==> config.mk <==
export PLATFORM = sky130hd
export DESIGN_NAME = reservation_station
export DESIGN_NICKNAME = d
export VERILOG_FILES = /design/src/rtl/reservation_station_pkg.sv /design/src/rtl/reservation_station_rs_pick.sv /design/src/rtl/reservation_station.sv
export SDC_FILE = /design/constraint.sdc
export NUM_CORES = 2
export LEC_CHECK = 0
export ABC_CLOCK_PERIOD_IN_PS = 15200
export CAP_MARGIN = 20
export CORE_UTILIZATION = 45
export CTS_CLUSTER_SIZE = 40
export DETAILED_ROUTE_END_ITERATION = 12
export HOLD_SLACK_MARGIN = 0.15
export PLACE_DENSITY = 0.64
export SYNTH_ARGS = -nofsm -noshare
export SYNTH_HDL_FRONTEND = slang
export SYNTH_SLANG_ARGS = --single-unit
==> constraint.sdc <==
create_clock -name clk -period 15.2 [get_ports clk]
set_input_delay 3.8 -clock clk [delete_from_list [all_inputs] [get_ports clk]]
set_output_delay 3.8 -clock clk [all_outputs]
set_load 0.01 [all_outputs]
==> src/rtl/reservation_station_pkg.sv <==
// Shared configuration for the issue unit, ROB, SLB and reservation station:
// structure sizes and opcode encodings.
package reservation_station_pkg;

    localparam int CFG_RS_SIZE      = 16;
    localparam int CFG_ROB_SIZE_LOG = 4;
    localparam int CFG_OP_SIZE_LOG  = 6;

    typedef enum logic [CFG_OP_SIZE_LOG-1:0] {
        OP_NOP  = 6'd0,
        OP_ADD  = 6'd1,
        OP_SUB  = 6'd2,
        OP_AND  = 6'd3,
        OP_OR   = 6'd4,
        OP_XOR  = 6'd5,
        OP_SLL  = 6'd6,
        OP_SRL  = 6'd7,
        OP_SLT  = 6'd8,
        OP_ADDI = 6'd9,
        OP_BEQ  = 6'd10,
        OP_JAL  = 6'd11
    } opcode_t;

endpackage

==> src/rtl/reservation_station_rs_pick.sv <==
// Lowest-index priority encoder; used to pick the free slot and the ready slot.
module rs_pick #(
    parameter int N = 16,
    parameter int W = $clog2(N)
) (
    input  logic [N-1:0] req,
    output logic         found,
    output logic [W-1:0] idx
);

    // Scan from the top so the lowest set bit is the last one written.
    always_comb begin
        found = 1'b0;
        idx   = '0;
        for (int i = N - 1; i >= 0; i--) begin
            if (req[i]) begin
                found = 1'b1;
                idx   = W'(i);
            end
        end
    end

endmodule

==> src/rtl/reservation_station.sv <==
// Reservation station for non-memory instructions: holds issued ops until both
// operands arrive on the CDBs, then dispatches the lowest ready entry to the ALU.
module reservation_station
    import reservation_station_pkg::*;
#(
    parameter int RS_SIZE      = CFG_RS_SIZE,
    parameter int ROB_SIZE_LOG = CFG_ROB_SIZE_LOG,
    parameter int OP_SIZE_LOG  = CFG_OP_SIZE_LOG
) (
    input  logic                    clk,
    input  logic                    rst,
    input  logic                    rdy,
    input  logic                    jump_rst,
    input  logic                    RS_send,
    input  logic [OP_SIZE_LOG-1:0]  op,
    input  logic [31:0]             imm,
    input  logic [31:0]             curPC,
    input  logic [ROB_SIZE_LOG-1:0] reorder,
    input  logic [31:0]             Vj,
    input  logic [ROB_SIZE_LOG-1:0] Qj,
    input  logic                    Pj,
    input  logic [31:0]             Vk,
    input  logic [ROB_SIZE_LOG-1:0] Qk,
    input  logic                    Pk,
    input  logic                    alu_cdb_valid,
    input  logic [ROB_SIZE_LOG-1:0] alu_cdb_reorder,
    input  logic [31:0]             alu_cdb_value,
    input  logic                    slb_cdb_valid,
    input  logic [ROB_SIZE_LOG-1:0] slb_cdb_reorder,
    input  logic [31:0]             slb_cdb_value,
    output logic                    rs_full,
    output logic                    alu_valid,
    output logic [OP_SIZE_LOG-1:0]  alu_op,
    output logic [31:0]             alu_Vj,
    output logic [31:0]             alu_Vk,
    output logic [31:0]             alu_imm,
    output logic [31:0]             alu_curPC,
    output logic [ROB_SIZE_LOG-1:0] alu_reorder
);

    localparam int IDX_W = $clog2(RS_SIZE);
    localparam logic [IDX_W:0] FULL_MARK = (IDX_W + 1)'(RS_SIZE - 1);

    logic [RS_SIZE-1:0]      busy;
    logic [RS_SIZE-1:0]      e_pj;
    logic [RS_SIZE-1:0]      e_pk;
    logic [OP_SIZE_LOG-1:0]  e_op  [RS_SIZE];
    logic [31:0]             e_vj  [RS_SIZE];
    logic [31:0]             e_vk  [RS_SIZE];
    logic [31:0]             e_imm [RS_SIZE];
    logic [31:0]             e_pc  [RS_SIZE];
    logic [ROB_SIZE_LOG-1:0] e_qj  [RS_SIZE];
    logic [ROB_SIZE_LOG-1:0] e_qk  [RS_SIZE];
    logic [ROB_SIZE_LOG-1:0] e_rob [RS_SIZE];

    logic [RS_SIZE-1:0] free_req;
    logic [RS_SIZE-1:0] ready_req;
    logic               free_found;
    logic               ready_found;
    logic [IDX_W-1:0]   free_idx;
    logic [IDX_W-1:0]   ready_idx;

    logic               accept;
    logic               dispatch;
    logic [IDX_W:0]     occ;
    logic [IDX_W:0]     occ_next;
    logic [31:0]        in_vj;
    logic [31:0]        in_vk;
    logic               in_pj;
    logic               in_pk;

    assign free_req  = ~busy;
    assign ready_req = busy & ~e_pj & ~e_pk;

    rs_pick #(.N(RS_SIZE), .W(IDX_W)) u_pick_free (
        .req   (free_req),
        .found (free_found),
        .idx   (free_idx)
    );

    rs_pick #(.N(RS_SIZE), .W(IDX_W)) u_pick_ready (
        .req   (ready_req),
        .found (ready_found),
        .idx   (ready_idx)
    );

    always_comb begin
        occ = '0;
        for (int i = 0; i < RS_SIZE; i++) begin
            occ = occ + (IDX_W + 1)'(busy[i]);
        end
    end

    // A free slot exists exactly when occupancy is below RS_SIZE.
    assign accept   = RS_send && rdy && !jump_rst && free_found;
    assign dispatch = rdy && !jump_rst && ready_found;
    assign occ_next = occ + (IDX_W + 1)'(accept) - (IDX_W + 1)'(dispatch);

    // Operands broadcast in the issue cycle are captured on the way in.
    always_comb begin
        in_vj = Vj;
        in_pj = Pj;
        if (Pj && alu_cdb_valid && alu_cdb_reorder == Qj) begin
            in_vj = alu_cdb_value;
            in_pj = 1'b0;
        end else if (Pj && slb_cdb_valid && slb_cdb_reorder == Qj) begin
            in_vj = slb_cdb_value;
            in_pj = 1'b0;
        end
        in_vk = Vk;
        in_pk = Pk;
        if (Pk && alu_cdb_valid && alu_cdb_reorder == Qk) begin
            in_vk = alu_cdb_value;
            in_pk = 1'b0;
        end else if (Pk && slb_cdb_valid && slb_cdb_reorder == Qk) begin
            in_vk = slb_cdb_value;
            in_pk = 1'b0;
        end
    end

    always_ff @(posedge clk) begin
        if (rst) begin
            busy        <= '0;
            rs_full     <= 1'b0;
            alu_valid   <= 1'b0;
            alu_op      <= '0;
            alu_Vj      <= '0;
            alu_Vk      <= '0;
            alu_imm     <= '0;
            alu_curPC   <= '0;
            alu_reorder <= '0;
        end else if (!rdy) begin
            alu_valid <= 1'b0;
        end else if (jump_rst) begin
            busy      <= '0;
            rs_full   <= 1'b0;
            alu_valid <= 1'b0;
        end else begin
            for (int i = 0; i < RS_SIZE; i++) begin
                if (busy[i]) begin
                    if (e_pj[i] && alu_cdb_valid && alu_cdb_reorder == e_qj[i]) begin
                        e_vj[i] <= alu_cdb_value;
                        e_pj[i] <= 1'b0;
                    end else if (e_pj[i] && slb_cdb_valid && slb_cdb_reorder == e_qj[i]) begin
                        e_vj[i] <= slb_cdb_value;
                        e_pj[i] <= 1'b0;
                    end
                    if (e_pk[i] && alu_cdb_valid && alu_cdb_reorder == e_qk[i]) begin
                        e_vk[i] <= alu_cdb_value;
                        e_pk[i] <= 1'b0;
                    end else if (e_pk[i] && slb_cdb_valid && slb_cdb_reorder == e_qk[i]) begin
                        e_vk[i] <= slb_cdb_value;
                        e_pk[i] <= 1'b0;
                    end
                end
            end

            if (dispatch) begin
                busy[ready_idx] <= 1'b0;
                alu_valid       <= 1'b1;
                alu_op          <= e_op[ready_idx];
                alu_Vj          <= e_vj[ready_idx];
                alu_Vk          <= e_vk[ready_idx];
                alu_imm         <= e_imm[ready_idx];
                alu_curPC       <= e_pc[ready_idx];
                alu_reorder     <= e_rob[ready_idx];
            end else begin
                alu_valid <= 1'b0;
            end

            // free_idx is non-busy pre-edge, so it never collides with the slot above.
            if (accept) begin
                busy[free_idx]  <= 1'b1;
                e_op[free_idx]  <= op;
                e_imm[free_idx] <= imm;
                e_pc[free_idx]  <= curPC;
                e_rob[free_idx] <= reorder;
                e_vj[free_idx]  <= in_vj;
                e_qj[free_idx]  <= Qj;
                e_pj[free_idx]  <= in_pj;
                e_vk[free_idx]  <= in_vk;
                e_qk[free_idx]  <= Qk;
                e_pk[free_idx]  <= in_pk;
            end

            rs_full <= (occ_next >= FULL_MARK);
        end
    end

endmodule

* Word level (Yosys, flattened, before mapping)
Memories as Yosys holds them, arrays and structs flattened. A register that Yosys moved wholly into a read port is not among the register bits.
Cells that the tools add are included.
** Operators by class
- Add/subtract/negate cells :: 17
- $mul :: 0
- Divide/modulo/power cells :: 0
- Magnitude comparators :: 5
- Eq/ne operators :: 68
- Shift-type cells :: 0
- Mux-type cells :: 733
- Bitwise operators :: 43
- Reduce and logical (&&, ||, !) cells :: 147
** Operator list (count)
- $mux 32 :: 36
- $mux 1 :: 653
- $eq 4x4->1 :: 68
- $logic_and 1x1->1 :: 143
- $mux 16 :: 8
- $mux 4 :: 32
- $not 16->16 :: 4
- $add 5x1->5 :: 12
- $and 16x16->16 :: 3
- $bwmux 16 :: 2
- $or 1x1->1 :: 32
- $or 16x16->16 :: 1
- $lt 4x5->1 const B :: 2
- $demux 1 s4 :: 2
- $ge 4x1->1 const B :: 2
- $reduce_and 3->1 :: 2
- $add 4x1->5 :: 1
- $ge 5x4->1 const B :: 1
- $sub 5x1->5 :: 1
- $add 3x1->4 :: 1
- $add 2x1->3 :: 1
- $not 1->1 :: 3
- $reduce_or 3->1 :: 1
- $add 1x1->2 :: 1
- $logic_not 1->1 :: 1
** Storage, ports and cells
- Register bits :: 50
- Latch bits :: 0
- RAM bits :: 2336
- Memory bits (read-only) :: 0
- Bits of input ports :: 227
- Output and inout port bits :: 140
- Memories :: 8
** Memories
- e_imm :: depth 16, width 32, read ports 1, clocked after memory_dff 1, write ports 1, line reservation_station.sv:50 : logic [31:0] e_imm [RS_SIZE];
- e_pc :: depth 16, width 32, read ports 1, clocked after memory_dff 1, write ports 1, line reservation_station.sv:51 : logic [31:0] e_pc [RS_SIZE];
- e_vj :: depth 16, width 32, read ports 1, clocked after memory_dff 1, write ports 17, line reservation_station.sv:48 : logic [31:0] e_vj [RS_SIZE];
- e_vk :: depth 16, width 32, read ports 1, clocked after memory_dff 1, write ports 17, line reservation_station.sv:49 : logic [31:0] e_vk [RS_SIZE];
- e_op :: depth 16, width 6, read ports 1, clocked after memory_dff 1, write ports 1, line reservation_station.sv:47 : logic [OP_SIZE_LOG-1:0] e_op [RS_SIZE];
- e_qj :: depth 16, width 4, read ports 16, clocked after memory_dff 0, write ports 1, line reservation_station.sv:52 : logic [ROB_SIZE_LOG-1:0] e_qj [RS_SIZE];
- 2 more memories

* Longest topological paths before layout
- Word-level depth :: 32
- Mapped depth :: 27
- Depth with buffers taken out :: 21

* Cells and area by module
A second synthesis with hierarchy kept.
** Unflattened totals
- Cells, all modules :: 8188
- Area, all modules :: 119149.3 um^2
** Modules (own cells, without submodules)
- reservation_station :: times used 1, cells each 8122, area each 118791.4 um^2, seq. area each 74231.2 um^2
- rs_pick :: times used 2, cells each 33, area each 178.9 um^2, seq. area each 0.0 um^2

* Worst setup path after synthesis
No wires, ideal clock.
- Path type :: input to register
- Start point :: in rdy
- End point :: reg rs_full
- Data arrival time :: 8.613 ns
- Data required time :: 15.083 ns
- Setup slack :: 6.470 ns
- Stages on the path :: 22
- Path buffers :: 4
- Cell sequence :: nor2b_1 -> o21ai_1 -> buf_2 -> inv_1 -> buf_2 -> buf_2 -> clkbuf_1 -> ha_1 -> inv_1 -> fa_1 -> inv_1 -> fa_1 -> fa_1 -> fa_1 -> fa_1 -> fa_1 -> inv_1 -> a21o_1 -> a21oi_1 -> xor2_1 -> o41ai_1 -> a22o_1
** On the way
- Elaborated cells on any way between the ends :: 9
- Those cells by class :: add/sub (2); order compare (1); mux (1); reduce/logical (5)
** RTL lines
- from (decl) :: line reservation_station.sv:12 : input logic rdy,
- $logic_and 1x1->1 (2 in a row) :: line reservation_station.sv:96 : assign dispatch = rdy && !jump_rst && ready_found;
- net dispatch :: line reservation_station.sv:64 : logic dispatch;
- $sub 5x1->5 :: line reservation_station.sv:97 : assign occ_next = occ + (IDX_W + 1)'(accept) - (IDX_W + 1)'(dispatch);
- $ge 5x4->1 :: line reservation_station.sv:186 : rs_full <= (occ_next >= FULL_MARK);
- $mux 1 :: line reservation_station.sv:134 : end else if (jump_rst) begin
- to (signal assigned) :: line reservation_station.sv:186
- to (decl) :: line reservation_station.sv:31 : output logic rs_full,
The timed path passes the listed nets, and every way through them passes these cells.
A chain may end at the register's enable or synchronous reset.

* Worst setup path in the final report
- Start point :: in rdy
- End point :: reg rs_full
** On the way
- Word-level cells in the longest chain between the ends :: 7
- Elaborated cells on any way between the ends :: 9
- Those cells by class :: add/sub (2); order compare (1); mux (1); reduce/logical (5)
** Ends and longest elaborated chain
- $logic_and 1x1->1 (3 in a row) :: line reservation_station.sv:95 : assign accept = RS_send && rdy && !jump_rst && free_found;
- $add 5x1->5 :: line reservation_station.sv:97
- $sub 5x1->5 :: line reservation_station.sv:97
- $ge 5x4->1 :: line reservation_station.sv:186
- $mux 1 :: line reservation_station.sv:134
Several ways; a longest one is shown, not always the timed one.

==> metrics.csv <==
metric;value;unit
yosys_register_bits;2524;
syn_nets;9440;
slew_violations;0;
finalClockSkew;0.08594;ns
final-setup-viol-count;0;
drive_above_1_share;12.26;%
cts_setup_buffers;0;
hp-class;reg2reg;
ir_drop;0.1274;mV
synth_cells;9193;
maxCapViolCount;0;
cts.sinks;2524;
status;complete, no violations;
viasPerCell;6.885;
num_vias;89250;
hpwl;255.5;mm
critPathRequiredTime;16.03;ns
wl;482.7;mm
final_util;51.63;%
place.gp.congestion;0.9191;
holdPathStages;2;
rsz0062_at_grt;no;
track_usage;34.56;%
grt_start_max_net_pins;101;
drc;0;
start_util;45.31;%
synthDistinctLibCells;86;
p_leak;50.58;nW
critPathMaxFanout;95;
cts_resized;0;
yosys-top-cells-count;2368 x edfxtp_1, 1738 x mux2i_1, 699 x nand2_1;
stdcell_count;12960;
rr_startpoint;busy[0]$_SDFFE_PP0P_;
portBuffers;366;
synth_edf_count;2368;
synth_ff_type;edfxtp_1;
rr_endpoint;rs_full$_SDFFE_PP0P_;
worstSetupStartpointType;input port;
pin_count;367;
fmax;107.2;MHz
final_area;138600;um^2
setup_tns;0;ns
cts_max_level;5;
wire_per_inst;37.24;um
crit_type;in2reg;
ant_nets;0;
fill_cells;22390;
crit_path_frequent_cell;fa_1;
first_pass_iters;9;
final-hold-violation-count;0;
critPathBufInv;6;
hold_path_end;alu_curPC[5]$_SDFFE_PP0P_;
cp_top_family;adder cells;
cts_hold_buffers;0;
hold_start;alu_curPC[5]$_SDFFE_PP0P_;
path_cells;clkdlybuf4s50_1, nor2b_1, o21ai_4, buf_12, inv_8, ha_1, inv_1, fa_1, inv_1, fa_1, fa_1, fa_1, fa_1, fa_1, inv_1, a21o_1, a21oi_1, xor2_1, o41ai_1, a22o_1;
async_reset_ff_share;0;%
critical_path_arrival;10.16;ns
critPathLaunch;rdy;
area_growth_syn_to_layout;13.95;%
die_y;521.8;um
syn-cell-area;121600;um^2
r2r_cells;22;
critPathCaptureType;register;
coreArea;268400;um^2
slowest_delay;0.83;ns
clockBufferDepth;4;
cts_root_buf;clkbuf_16;
worstMarginPinSlew;1.259;ns
path_clk_slew;0.06;ns
place_area;128900;um^2
cts_tree;yes;
grt_pass1_wl;663.0;mm
yosysTopAreaCellShare;58.48;%
drt_iter0_markers;15040;
r2r_slack;7.10;ns
p_total;15.38;mW
antenna_found_initial;38;
power.density;111.0;nW/um^2
period_share;61.35;%
dieArea;272300;um^2
grt_pass1_vias;85780;
placementRows;190;
synth-seq-area-share;61.05;%
ys_warn_count;0;
yosys.area.top_type;edfxtp_1;
synth.area.top_cells;edfxtp_1 58%, mux2i_1 14%, dfxtp_1 2.6%, nand2_1 2.2%, clkbuf_1 2.1%;
relSlewSlack;16.08;%
cts_buffers;287;
grt_overflow_total;0;
crit_path_top_delay_cell;inv_8;
worst_skew_pair.late_latency;1.00;ns
fin_nets;9432;
synth.most_common_cell;edfxtp_1;
fp.dieW;521.8;um
placed_cells;12410;
synth_area_per_cell;13.23;um^2
finalCriticalPeriod;9.325;ns
==> routing by layer <==
layer | global-route usage, % | wire [um] | vias up
met2 | 52.22 | 210300 | 7034
met1 | 44.24 | 173600 | 44850
li1 | - | - | 35610
met4 | 22.22 | 36370 | 28
met3 | 8.771 | 62330 | 1730
met5 | 0 | 170 | -
==> cell families (layout without fill, tap and decap cells) <==
family | after synthesis | after routing | share of synthesized area (%)
AOI/OAI and AO/OA | 1933 | 1933 | 11.47
xor gates and xnor gates | 212 | 212 | 1.527
adders and majority gates | 20 | 20 | 0.2799
buffers and inverters | 1103 | 1306 | 3.726
DFF | 2524 | 2524 | 61.05
muxes | 1972 | 1972 | 16.47
other | 0 | 16 | 0
and+or+nand+nor | 1429 | 1429 | 5.479
==> worst min-delay path: cells and delay by family, from the launching register on <==
family / cells / cell delay, ns
compound gates: 1 / 0.05
flops: 1 / 0.31
simple gates: 1 / 0.10
==> area by class of cell <==
type	instances	area [um^2]	share of cell area, %
multi-input cells	5566	43730	31.56
flip-flops and latches	2524	74230	53.57
repair buffers	729	6440	4.648
clock buffers	384	8045	5.806
inverters	77	329.1	0.2375
clock inverters	116	1306	0.9427
diodes	16	40.04	0.02890
well taps	3552	4444	3.207
==> worst max path at each step <==
stage / slack, ns / cells past startpoint / to
2_1_floorplan: 6.47 / 22 / rs_full$_SDFFE_PP0P_
3_3_place_gp: 4.79 / 20 / rs_full$_SDFFE_PP0P_
3_5_place_dp: 4.93 / 20 / rs_full$_SDFFE_PP0P_
4_1_cts: 5.92 / 20 / rs_full$_SDFFE_PP0P_
5_1_grt: 5.77 / 20 / rs_full$_SDFFE_PP0P_
6_report: 5.88 / 20 / rs_full$_SDFFE_PP0P_
==> where the power goes <==
part / internal [mW] / leakage (nW) / total [mW] / switching [mW]
clock: 4.18 / 4.56 / 7.05 / 2.87
sequential: 7.61 / 22.6 / 7.62 / 0.0117
combinational: 0.250 / 23.5 / 0.710 / 0.460
total: 12.0 / 50.6 / 15.4 / 3.34
==> sequential cells by signal (all words and copies together), names as in the netlist, 32 cells and up <==
name,count
e_vj,512
alu_Vk,32
e_op,96
e_qk,64
alu_curPC,32
e_qj,64
alu_Vj,32
e_imm,512
e_rob,64
alu_imm,32
e_pc,512
e_vk,512
==> cell usage in the layout (no fill, tap or decap), types with 32 or more instances in the layout <==
master,n
a2111oi_0,33
a211oi_1,101
a21oi_1,234
a221o_1,112
a221oi_1,73
a222oi_1,115
a22o_1,85
a22oi_1,314
a311oi_1,51
a31oi_1,62
and3_1,61
buf_4,357
clkbuf_1,55
clkbuf_16,294
clkbuf_8,36
clkdlybuf4s50_1,358
clkinv_1,36
clkinv_2,32
dfxtp_1,156
edfxtp_1,2368
inv_1,62
mux2_2,208
mux2i_1,1738
nand2_1,688
nand3_1,182
nor2_1,180
nor2b_1,40
nor3_1,42
nor4_1,41
o211ai_1,109
o21ai_0,284
o21ai_1,79
o21bai_1,48
xnor2_1,58
xor2_1,154
==> metrics by stage <==
step	setup WS, ns	hold slack [ns]
after global routing	5.774	0.5206
after detailed placement	4.929	0.4969
after global placement	4.789	0.4923
after CTS	5.915	0.5047
final	5.875	0.5011
after floorplan	6.470	0.4861
Note: power is estimated with default switching activity, not from simulation.
